$ cat src/rtl/dmem_pkg.sv
// Shared types and constants for the data-memory arbiter.
// Consumers: dmem_arbiter, rr_picker.
package dmem_pkg;

  // funct3 size/sign encodings, shared by loads and stores
  localparam logic [2:0] BYTE   = 3'b000;
  localparam logic [2:0] HALF   = 3'b001;
  localparam logic [2:0] WORD   = 3'b010;
  localparam logic [2:0] BYTE_U = 3'b100;
  localparam logic [2:0] HALF_U = 3'b101;

  typedef enum logic [1:0] {
    IDLE   = 2'd0,
    ACCESS = 2'd1,
    RESP   = 2'd2
  } arb_state_t;

  typedef struct packed {
    logic [31:0] addr;
    logic [31:0] wdata;
    logic        write;
    logic [2:0]  funct3;
  } mem_req_t;

  // Halfword accesses need addr[0]==0 and word accesses need addr[1:0]==0.
  // funct3[1:0] carries the size for both the signed and unsigned forms.
  function automatic logic is_misaligned(input logic [2:0] funct3, input logic [31:0] addr);
    case (funct3[1:0])
      2'b01:   return addr[0];
      2'b10:   return |addr[1:0];
      default: return 1'b0;
    endcase
  endfunction

endpackage

$ cat src/rtl/dmem_arbiter_rr_picker.sv
// rr_picker: combinational two-way winner select.
// PRIO_MODE 0 = round-robin on rr_ptr_i, 1 = port 1 wins ties.
module rr_picker #(
  parameter int PRIO_MODE = 0
) (
  input  logic [1:0] req_valid_i,
  input  logic       rr_ptr_i,
  output logic       grant_valid_o,
  output logic       winner_o
);

  // Pick the winning port; only a tie consults the priority mode
  // NOTE: every output of a combinational block gets a default first, otherwise a latch is inferred.
  always_comb begin
    grant_valid_o = |req_valid_i;
    winner_o      = 1'b0;
    case (req_valid_i)
      2'b01:   winner_o = 1'b0;
      2'b10:   winner_o = 1'b1;
      2'b11:   winner_o = (PRIO_MODE == 1) ? 1'b1 : rr_ptr_i;
      default: winner_o = 1'b0;
    endcase
  end

endmodule

$ cat src/rtl/dmem_arbiter.sv
// dmem_arbiter: two-requester arbiter/sequencer in front of the shared
// data_memory port. Port 0 = fetch/debug, port 1 = load_store_unit.
// Flow: IDLE (grant) -> ACCESS (memory driven until mem_ready or timeout)
//       -> RESP (one-cycle response pulse to the owner) -> IDLE.
// Optional: define DMEM_ARB_MISALIGN_EN to reject misaligned halfword/word
// requests at grant time, answering with resp_err without touching memory.
module dmem_arbiter #(
  parameter int PRIO_MODE      = 0,
  parameter int TIMEOUT_CYCLES = 16,
  parameter int CNT_W          = 8
) (
  input  logic             clk,
  input  logic             rst,
  input  logic [1:0]       req_valid,
  output logic [1:0]       req_ready,
  input  logic [1:0][31:0] req_addr,
  input  logic [1:0][31:0] req_wdata,
  input  logic [1:0]       req_write,
  input  logic [1:0][2:0]  req_funct3,
  output logic [1:0]       resp_valid,
  output logic [31:0]      resp_rdata,
  output logic             resp_err,
  output logic [31:0]      mem_addr,
  output logic [31:0]      mem_write_data,
  output logic             mem_write,
  output logic             mem_read,
  output logic [2:0]       mem_funct3,
  input  logic [31:0]      mem_read_data,
  input  logic             mem_ready,
  output logic             busy
);

  import dmem_pkg::*;

  localparam logic [CNT_W-1:0] CNT_LAST = CNT_W'(TIMEOUT_CYCLES - 1);

  arb_state_t       state_q;
  logic             rr_ptr_q;
  logic             owner_q;
  mem_req_t         req_q;
  logic [CNT_W-1:0] cnt_q;
  logic [1:0]       resp_valid_q;
  logic [31:0]      resp_rdata_q;
  logic             resp_err_q;

  logic             grant_valid;
  logic             winner;
  mem_req_t         sel_req;
  logic             in_access;

  rr_picker #(
    .PRIO_MODE(PRIO_MODE)
  ) u_picker (
    .req_valid_i  (req_valid),
    .rr_ptr_i     (rr_ptr_q),
    .grant_valid_o(grant_valid),
    .winner_o     (winner)
  );

  // Winner's request fields and the same-cycle accept pulse (IDLE only)
  always_comb begin
    sel_req.addr   = req_addr[winner];
    sel_req.wdata  = req_wdata[winner];
    sel_req.write  = req_write[winner];
    sel_req.funct3 = req_funct3[winner];
    req_ready      = '0;
    if (!rst && state_q == IDLE && grant_valid) req_ready[winner] = 1'b1;
  end

  // Memory side is a pure decode of registered state, so it stays stable across ACCESS
  assign in_access      = (state_q == ACCESS);
  assign mem_addr       = in_access ? req_q.addr   : '0;
  assign mem_write_data = in_access ? req_q.wdata  : '0;
  assign mem_funct3     = in_access ? req_q.funct3 : '0;
  assign mem_write      = in_access &  req_q.write;
  assign mem_read       = in_access & ~req_q.write;
  assign busy           = (state_q != IDLE);
  assign resp_valid     = resp_valid_q;
  assign resp_rdata     = resp_rdata_q;
  assign resp_err       = resp_err_q;

  // Arbitration FSM; reset abandons any transaction in flight without a response
  // NOTE: sequential state uses non-blocking assignments so every register samples pre-edge values.
  always_ff @(posedge clk) begin
    if (rst) begin
      state_q      <= IDLE;
      rr_ptr_q     <= 1'b0;
      owner_q      <= 1'b0;
      req_q        <= '0;
      cnt_q        <= '0;
      resp_valid_q <= '0;
      resp_rdata_q <= '0;
      resp_err_q   <= 1'b0;
    end else begin
      case (state_q)
        IDLE: begin
          if (grant_valid) begin
            req_q    <= sel_req;
            owner_q  <= winner;
            rr_ptr_q <= ~winner;
            cnt_q    <= '0;
`ifdef DMEM_ARB_MISALIGN_EN
            if (is_misaligned(sel_req.funct3, sel_req.addr)) begin
              resp_valid_q[winner] <= 1'b1;
              resp_rdata_q         <= '0;
              resp_err_q           <= 1'b1;
              state_q              <= RESP;
            end else begin
              state_q <= ACCESS;
            end
`else
            state_q <= ACCESS;
`endif
          end
        end
        ACCESS: begin
          // mem_ready takes precedence over a timeout landing in the same cycle
          if (mem_ready) begin
            resp_valid_q[owner_q] <= 1'b1;
            resp_rdata_q          <= req_q.write ? 32'd0 : mem_read_data;
            resp_err_q            <= 1'b0;
            state_q               <= RESP;
          end else if (cnt_q == CNT_LAST) begin
            resp_valid_q[owner_q] <= 1'b1;
            resp_rdata_q          <= '0;
            resp_err_q            <= 1'b1;
            state_q               <= RESP;
          end else begin
            cnt_q <= cnt_q + 1'b1;
          end
        end
        RESP: begin
          resp_valid_q <= '0;
          resp_rdata_q <= '0;
          resp_err_q   <= 1'b0;
          state_q      <= IDLE;
        end
        default: state_q <= IDLE;
      endcase
    end
  end

endmodule

$ cat config.mk
export PLATFORM = sky130hd
export DESIGN_NAME = dmem_arbiter
export DESIGN_NICKNAME = d
export VERILOG_FILES = /design/src/rtl/dmem_pkg.sv /design/src/rtl/dmem_arbiter_rr_picker.sv /design/src/rtl/dmem_arbiter.sv
export SDC_FILE = /design/constraint.sdc
export NUM_CORES = 1
export LEC_CHECK = 0
export BUFFER_PORTS_ARGS = -buffer_cell sky130_fd_sc_hd__buf_2
export CAP_MARGIN = 25
export CORE_ASPECT_RATIO = 1.25
export CORE_MARGIN = 5
export CORE_UTILIZATION = 40
export CTS_BUF_LIST = sky130_fd_sc_hd__clkbuf_16
export DETAILED_ROUTE_END_ITERATION = 10
export MAX_ROUTING_LAYER = met4
export PLACE_DENSITY_LB_ADDON = 0.12
export SLEW_MARGIN = 20
export SYNTH_ARGS = -nofsm -noshare
export SYNTH_HDL_FRONTEND = slang
export SYNTH_HIERARCHICAL = 1
export SYNTH_SLANG_ARGS = --single-unit
$ cat constraint.sdc
create_clock -name clk -period 2.05 [get_ports clk]
set_input_delay 0.41 -clock clk [delete_from_list [all_inputs] [get_ports clk]]
set_output_delay 0.41 -clock clk [all_outputs]
set_load 0.1 [all_outputs]
# --- Word-level counts from Yosys, hierarchy flattened ---
# Index checks and enable logic that the tools add are counted.
totals:
  regBits: 115
  in_bits: 173
  word_cells: 79
classes:
  add_sub_neg: 1
  order_cmp: 4
  eq_ne: 9
  mux: 35
  n_bitwise: 5
  n_reduce_logical: 14
op_table:
  columns: ["operator", "n"]
  rows:
  - ["32-bit 2-to-1 mux", 9]
  - ["32-bit case mux with 2 select lines", 1]
  - ["8-bit 2-to-1 mux", 3]
  - ["8-bit case mux with 2 select lines", 1]
  - ["2-bit 2-to-1 mux", 6]
  - ["3-bit 2-to-1 mux", 3]
  - ["8-bit by 1-bit adder with 8-bit output, second input constant", 1]
  - ["8-bit by 4-bit == test with 1-bit output, second input constant", 1]
  - ["2-bit case mux with 2 select lines", 2]
  - ["2-bit == test, second input constant", 3]
  - ["1-bit 2-to-1 mux", 6]
  - ["2-bit != test, second input constant", 3]
  - ["2-bit AND reduction", 3]
  - ["2-bit nonzero test", 3]
  - ["1-bit logical AND", 4]
  - ["1-bit by 2-bit < comparator with 1-bit output, second input constant", 2]
  - ["1-bit case mux with 2 select lines", 2]
  - ["4-bit AND reduction", 1]
  - ["3-bit by 2-bit != test with 1-bit output, second input constant", 1]
  - ["1-bit bitwise AND", 2]
  - ["1-bit demux with 1-bit select", 2]
  - ["2-bit by 1-bit == test with 1-bit output, second input constant", 1]
  - ["1-bit greater-or-equal comparator, second input constant", 2]
  - ["2-bit zero test", 1]
  - ["4 further kinds", 5]

# --- Depth between registers and ports, before layout ---
logic_depth:
  depth_word: 8
  depth_mapped: 9
  ltp_nobuf: 6

# --- Cells and area by module ---
# The synthesis kept the hierarchy.
by_module_without_submodules:
  columns: ["module", "n_inst", "cells_each", "area_per_inst_um2"]
  rows:
  - ["dmem_arbiter", 1, 566, 5340.1]
  - ["rr_picker", 1, 3, 17.5]

# --- Worst setup path before layout ---
# OpenSTA, ideal clock, no wires.
synth_timing:
  path_kind: "in2out"
  startpoint: "input req_valid[1]"
  endpoint: "output req_ready[1]"
  arrival_time_ns: 3.312
  path_slack_ns: -1.672
  stages: 4
  n_path_buf: 2
  path_cell_list: "a21boi_1 > clkbuf_1 > buf_2 > nor3b_1"
synth_between:
  elab_chain_len: 7
  elab_cells_between_ends: 11
  classes_between: "order compare: 2; eq/ne: 2; mux: 4; reduce/logical: 3"
synth_lines:
  columns: ["element", "line", "rtl"]
  rows:
  - ["start, declared", "dmem_arbiter.sv:14", "input logic [1:0] req_valid,"]
  - ["2-bit == test", "dmem_arbiter_rr_picker.sv:17", "case (req_valid_i)"]
  - ["1-bit case mux with 2 select lines", "dmem_arbiter_rr_picker.sv:17", null]
  - ["1-bit by 2-bit < comparator with 1-bit output (not written as such) or 1-bit greater-or-equal comparator (tied branches)", "dmem_arbiter.sv:67", "if (!rst && state_q == IDLE && grant_valid) req_ready[winner] = 1'b1;"]
  - ["1-bit logical AND (not written as such)", "dmem_arbiter.sv:67", null]
  - ["1-bit 2-to-1 mux (not written as such)", "dmem_arbiter.sv:67", null]
  - ["1-bit demux with 1-bit select", "dmem_arbiter.sv:67", null]
  - ["2-bit 2-to-1 mux (*)", "dmem_arbiter.sv:67", null]
  - ["end, declared", "dmem_arbiter.sv:15", "output logic [1:0] req_ready,"]
# Mark *: on every way between the ends. The rest lies on a longest branch, timed or not.

# --- Worst setup path in the final report ---
layout_timing:
  startpoint: "register state_q[1]"
  endpoint: "output req_ready[1]"
layout_between:
  elab_chain_len: 4
layout_lines:
  columns: ["element", "line", "rtl"]
  rows:
  - ["start, declared", "dmem_arbiter.sv:37", "arb_state_t state_q;"]
  - ["start signal, assigned", "dmem_arbiter.sv:86", "state_q <= IDLE;"]
  - ["start signal, assigned", "dmem_arbiter.sv:112", "state_q <= ACCESS;"]
  - ["start signal, assigned", "dmem_arbiter.sv:122", "state_q <= RESP;"]
  - ["2-bit zero test", "dmem_arbiter.sv:67", null]
  - ["1-bit logical AND (2 in series)", "dmem_arbiter.sv:67", null]
  - ["2-bit 2-to-1 mux", "dmem_arbiter.sv:67", null]
# No other way between the ends.

==> reports/qor.csv <==
stage,metric,value,unit
setup_path,"Max FO, Critical Path",6,
placement,Placed Cells,980,
synth,"Top FF cell, synth",dfxtp_1,
synth,sequential area share after synthesis,43.0,%
power_and_ir_drop,VDD IR max,0.000608,V
synth,number of flops mapped to enable cells by yosys,0,
clock_tree,H-tree levels,4,
synth,"Distinct cells, synth",39,
synth,Ys Warns,6,
setup_path,FF-to-FF End,resp_rdata[13],
setup_path,max incr delay on CP,0.33,ns
routing,Post-route DRC,0,
setup_path,crit path capture type,output port,
setup_path,R2R cell count,8,
timing,Finish-stage setup viols,18,
synth,Synth Register Bits,115,
routing,via count,5225,
layout,Nets,1018,
global_route,largest net degree at the start of global routing,90,
timing,Max Fclk,0.481,GHz
global_route,first-pass GRT wire length,27500,um
timing,Worst-Margin Slew,0.636,ns
setup_path,WP buf/inv,3,
placement,Placer Congestion,0.812,
floorplan,IO Pins,280,
clock_tree,CTS tree,yes,
setup_path,launch point of the worst path,state_q[1],
routing,DRT Pass-1 Iters,5,
setup_path,CP top delay family,buffers and inverters,
setup_path,crit path launch type,register,
global_route,grt total ovfl,0,
timing,"Period Utilization, post-route",101,%
routing,DR iter-0 viols,267,
clock_tree,cts hold-fix bufs,0,
layout,Layout area overhead,64.9,%
timing,unrepaired setup endpoints after global routing,yes,
power_and_ir_drop,Pwr per Cell Area,1110,nW/um^2
setup_path,Worst Path Required,1.64,ns
floorplan,die height,139,um
floorplan,Initial Util,40.7,%
timing,fin crit period,2.08,ns
clock_tree,Clock Sinks,115,
outcome,status,"finished, violations left",
min_path,Hold Path Class,in -> reg,
setup_path,WP data arrival,1.67,ns
timing,"Slew Viols, Final",0,
clock_tree,clock buffer count from CTS,17,
setup_path,critical path endpoint,req_ready[1],
timing,setup slack after layout,-0.0298,ns
flow_run,# Max-Cap Violations,0,
placement,dpl ws,0.0269,ns
setup_path,critical path class,reg -> out,
setup_path,worst r2r src,state_q[1],
global_route,number of global-route vias before repair,5385,
layout,post-route insts no fill,1024,
setup_path,crit-path cells,inv_4 -> buf_4 -> ha_4 -> nand2_4 -> nor3b_4 -> buf_12,
routing,drt wl/cell,17.5,um
global_route,initial antenna violation count,1,
outcome,failing checks,setup timing,
routing,Via density,5.10,
global_route,GRT Overall Usage,22.6,%
placement,DP HPWL,12800,um
timing,setup TNS,-0.443,ns
timing,Final Hold Fails,0,
routing,Routed Antenna Nets,0,
clock_tree,Root Buffer Master,clkbuf_16,
setup_path,Reg2Reg Setup Slack,0.03,ns
layout,post-route design area,8840,um^2
floorplan,die width,114,um
floorplan,die area,15800,um^2
timing,clk_skew,0.00609,ns
layout,layout cells sized above 1,48.8,%
setup_path,Worst path depth,6,
floorplan,Rows,47,
setup_path,CP max-delay cell,dfxtp_2,
synth,asr flop ratio synth,0,%
clock_tree,Worst-Skew Late Latency,0.40,ns
clock_tree,Worst-path clk slew,0.05,ns
synth,Mapped Cells,569,
placement,DP Area,8030,um^2
synth,Syn Area/Cell,9.42,um^2
clock_tree,maximum buffer depth of the clock tree,2,
floorplan,core area,13200,um^2
placement,port bufs,279,
synth,syn_nets,748,
routing,WL final,17900,um
power_and_ir_drop,Static Leak,3.98,nW
timing,Max transition margin,57.6,%
timing,Hold Slack,0.219,ns
synth,Mapped Area,5360,um^2
## final cells by class
class                      count  area (um^2)
antenna                        1         2.50
clock buffer                  17          425
clock inverter                15          124
fill                        1089         4340
inverter                       6         25.0
multi-input combinational    400         3000
sequential                   115         2310
tap                          171          214
timing repair buffer         299         2740
## where the power goes
group / switching (W) / internal [W] / leakage [nW] / total (W)
Sequential: 0.000184 / 0.00259 / 0.948 / 0.00277
Clock: 0.000996 / 0.00175 / 0.273 / 0.00274
Combinational: 0.00276 / 0.00150 / 2.76 / 0.00427
Total: 0.00394 / 0.00584 / 3.98 / 0.00978
## cell usage after synthesis, types with 2 or more instances
library cell,n,share of area (%)
a21oi_1,10,0.93
and2_1,70,8.2
buf_6,3,0.63
ha_1,6,1.4
nor2b_1,4,0.47
nand3_1,6,0.56
and3_1,2,0.23
a311oi_1,3,0.49
a21o_1,2,0.28
nand2_1,16,1.1
mux2i_1,74,14
buf_1,3,0.21
nand2b_1,10,1.2
nor3b_1,2,0.28
nor2_1,73,5.1
inv_1,6,0.42
buf_2,17,1.6
clkbuf_1,24,1.7
nor3_1,3,0.28
a22o_1,26,4.3
a31oi_1,8,0.93
clkbuf_2,2,0.19
o21ai_0,2,0.19
a211oi_1,68,9.5
dfxtp_1,115,43
## sequential cells by signal, indices dropped and copies added, names as in the netlist
signal	cells
req_q	68
resp_rdata	32
cnt_q	8
resp_valid	2
state_q	2
resp_err	1
rr_ptr_q	1
owner_q	1
## through the flow
| step | total power [W] | util, % |
|---|---|---|
| floorplan | 0.00557 | - |
| global placement | 0.00673 | 60.9 |
| detailed placement | 0.00680 | 60.9 |
| CTS | 0.00981 | 66.8 |
| global route | 0.0102 | 67.1 |
| finish | 0.00978 | 67.1 |
## worst min-delay path by stage
| stage | start | endpoint | depth (start not counted) |
|---|---|---|---|
| final | mem_read_data[8] | resp_rdata[8] | 2 |
| after global routing | mem_read_data[7] | resp_rdata[7] | 2 |
| after detailed placement | resp_rdata[31] | resp_rdata[31] | 1 |
| after global placement | resp_rdata[21] | resp_rdata[21] | 1 |
| after CTS | mem_read_data[8] | resp_rdata[8] | 2 |
| after floorplan | owner_q | owner_q | 2 |
## cell families after synthesis
kind of cell / Yosys count / share of synthesized area, %
AO/OA/AOI/OAI: 125 / 17.8
adder cells (fa/ha/maj): 6 / 1.40
buffers and inverters: 55 / 4.72
flip-flops: 115 / 43.0
multiplexers: 75 / 14.1
AND/OR/NAND/NOR: 193 / 19.0
## layer usage
metal | GRT usage, % | vias to the layer above | wire length, um
met5 | - | - | 0
met4 | 9.11 | 0 | 534
met3 | 7.51 | 34 | 1450
met2 | 39.5 | 200 | 9450
met1 | 23.1 | 2413 | 6490
li1 | - | 2578 | -
## repair_timing
item | CTS | global route
pin swaps | 3 | 9
gates resized for setup | 34 | 1
gates cloned | 3 | 2
setup endpoints to repair | 70 | 47
buffers inserted | 6 | 0
hold endpoints to repair | 0 | 0
## cells in the final DEF (no fill, tap or decap), types with 3 or more instances in the layout
master	count
a22o_1	26
nand3_1	6
mux2i_1	74
nor2_1	73
nand2_1	15
buf_2	206
nand2b_1	10
a311oi_1	3
clkinv_1	4
clkinv_2	6
a21oi_1	10
a211oi_1	68
and2_2	51
buf_4	15
dfxtp_1	113
ha_1	4
clkbuf_16	18
inv_1	5
nor2b_1	3
a31oi_1	8
and2_4	18
buf_12	74
Power figures use the tool's default switching activity.
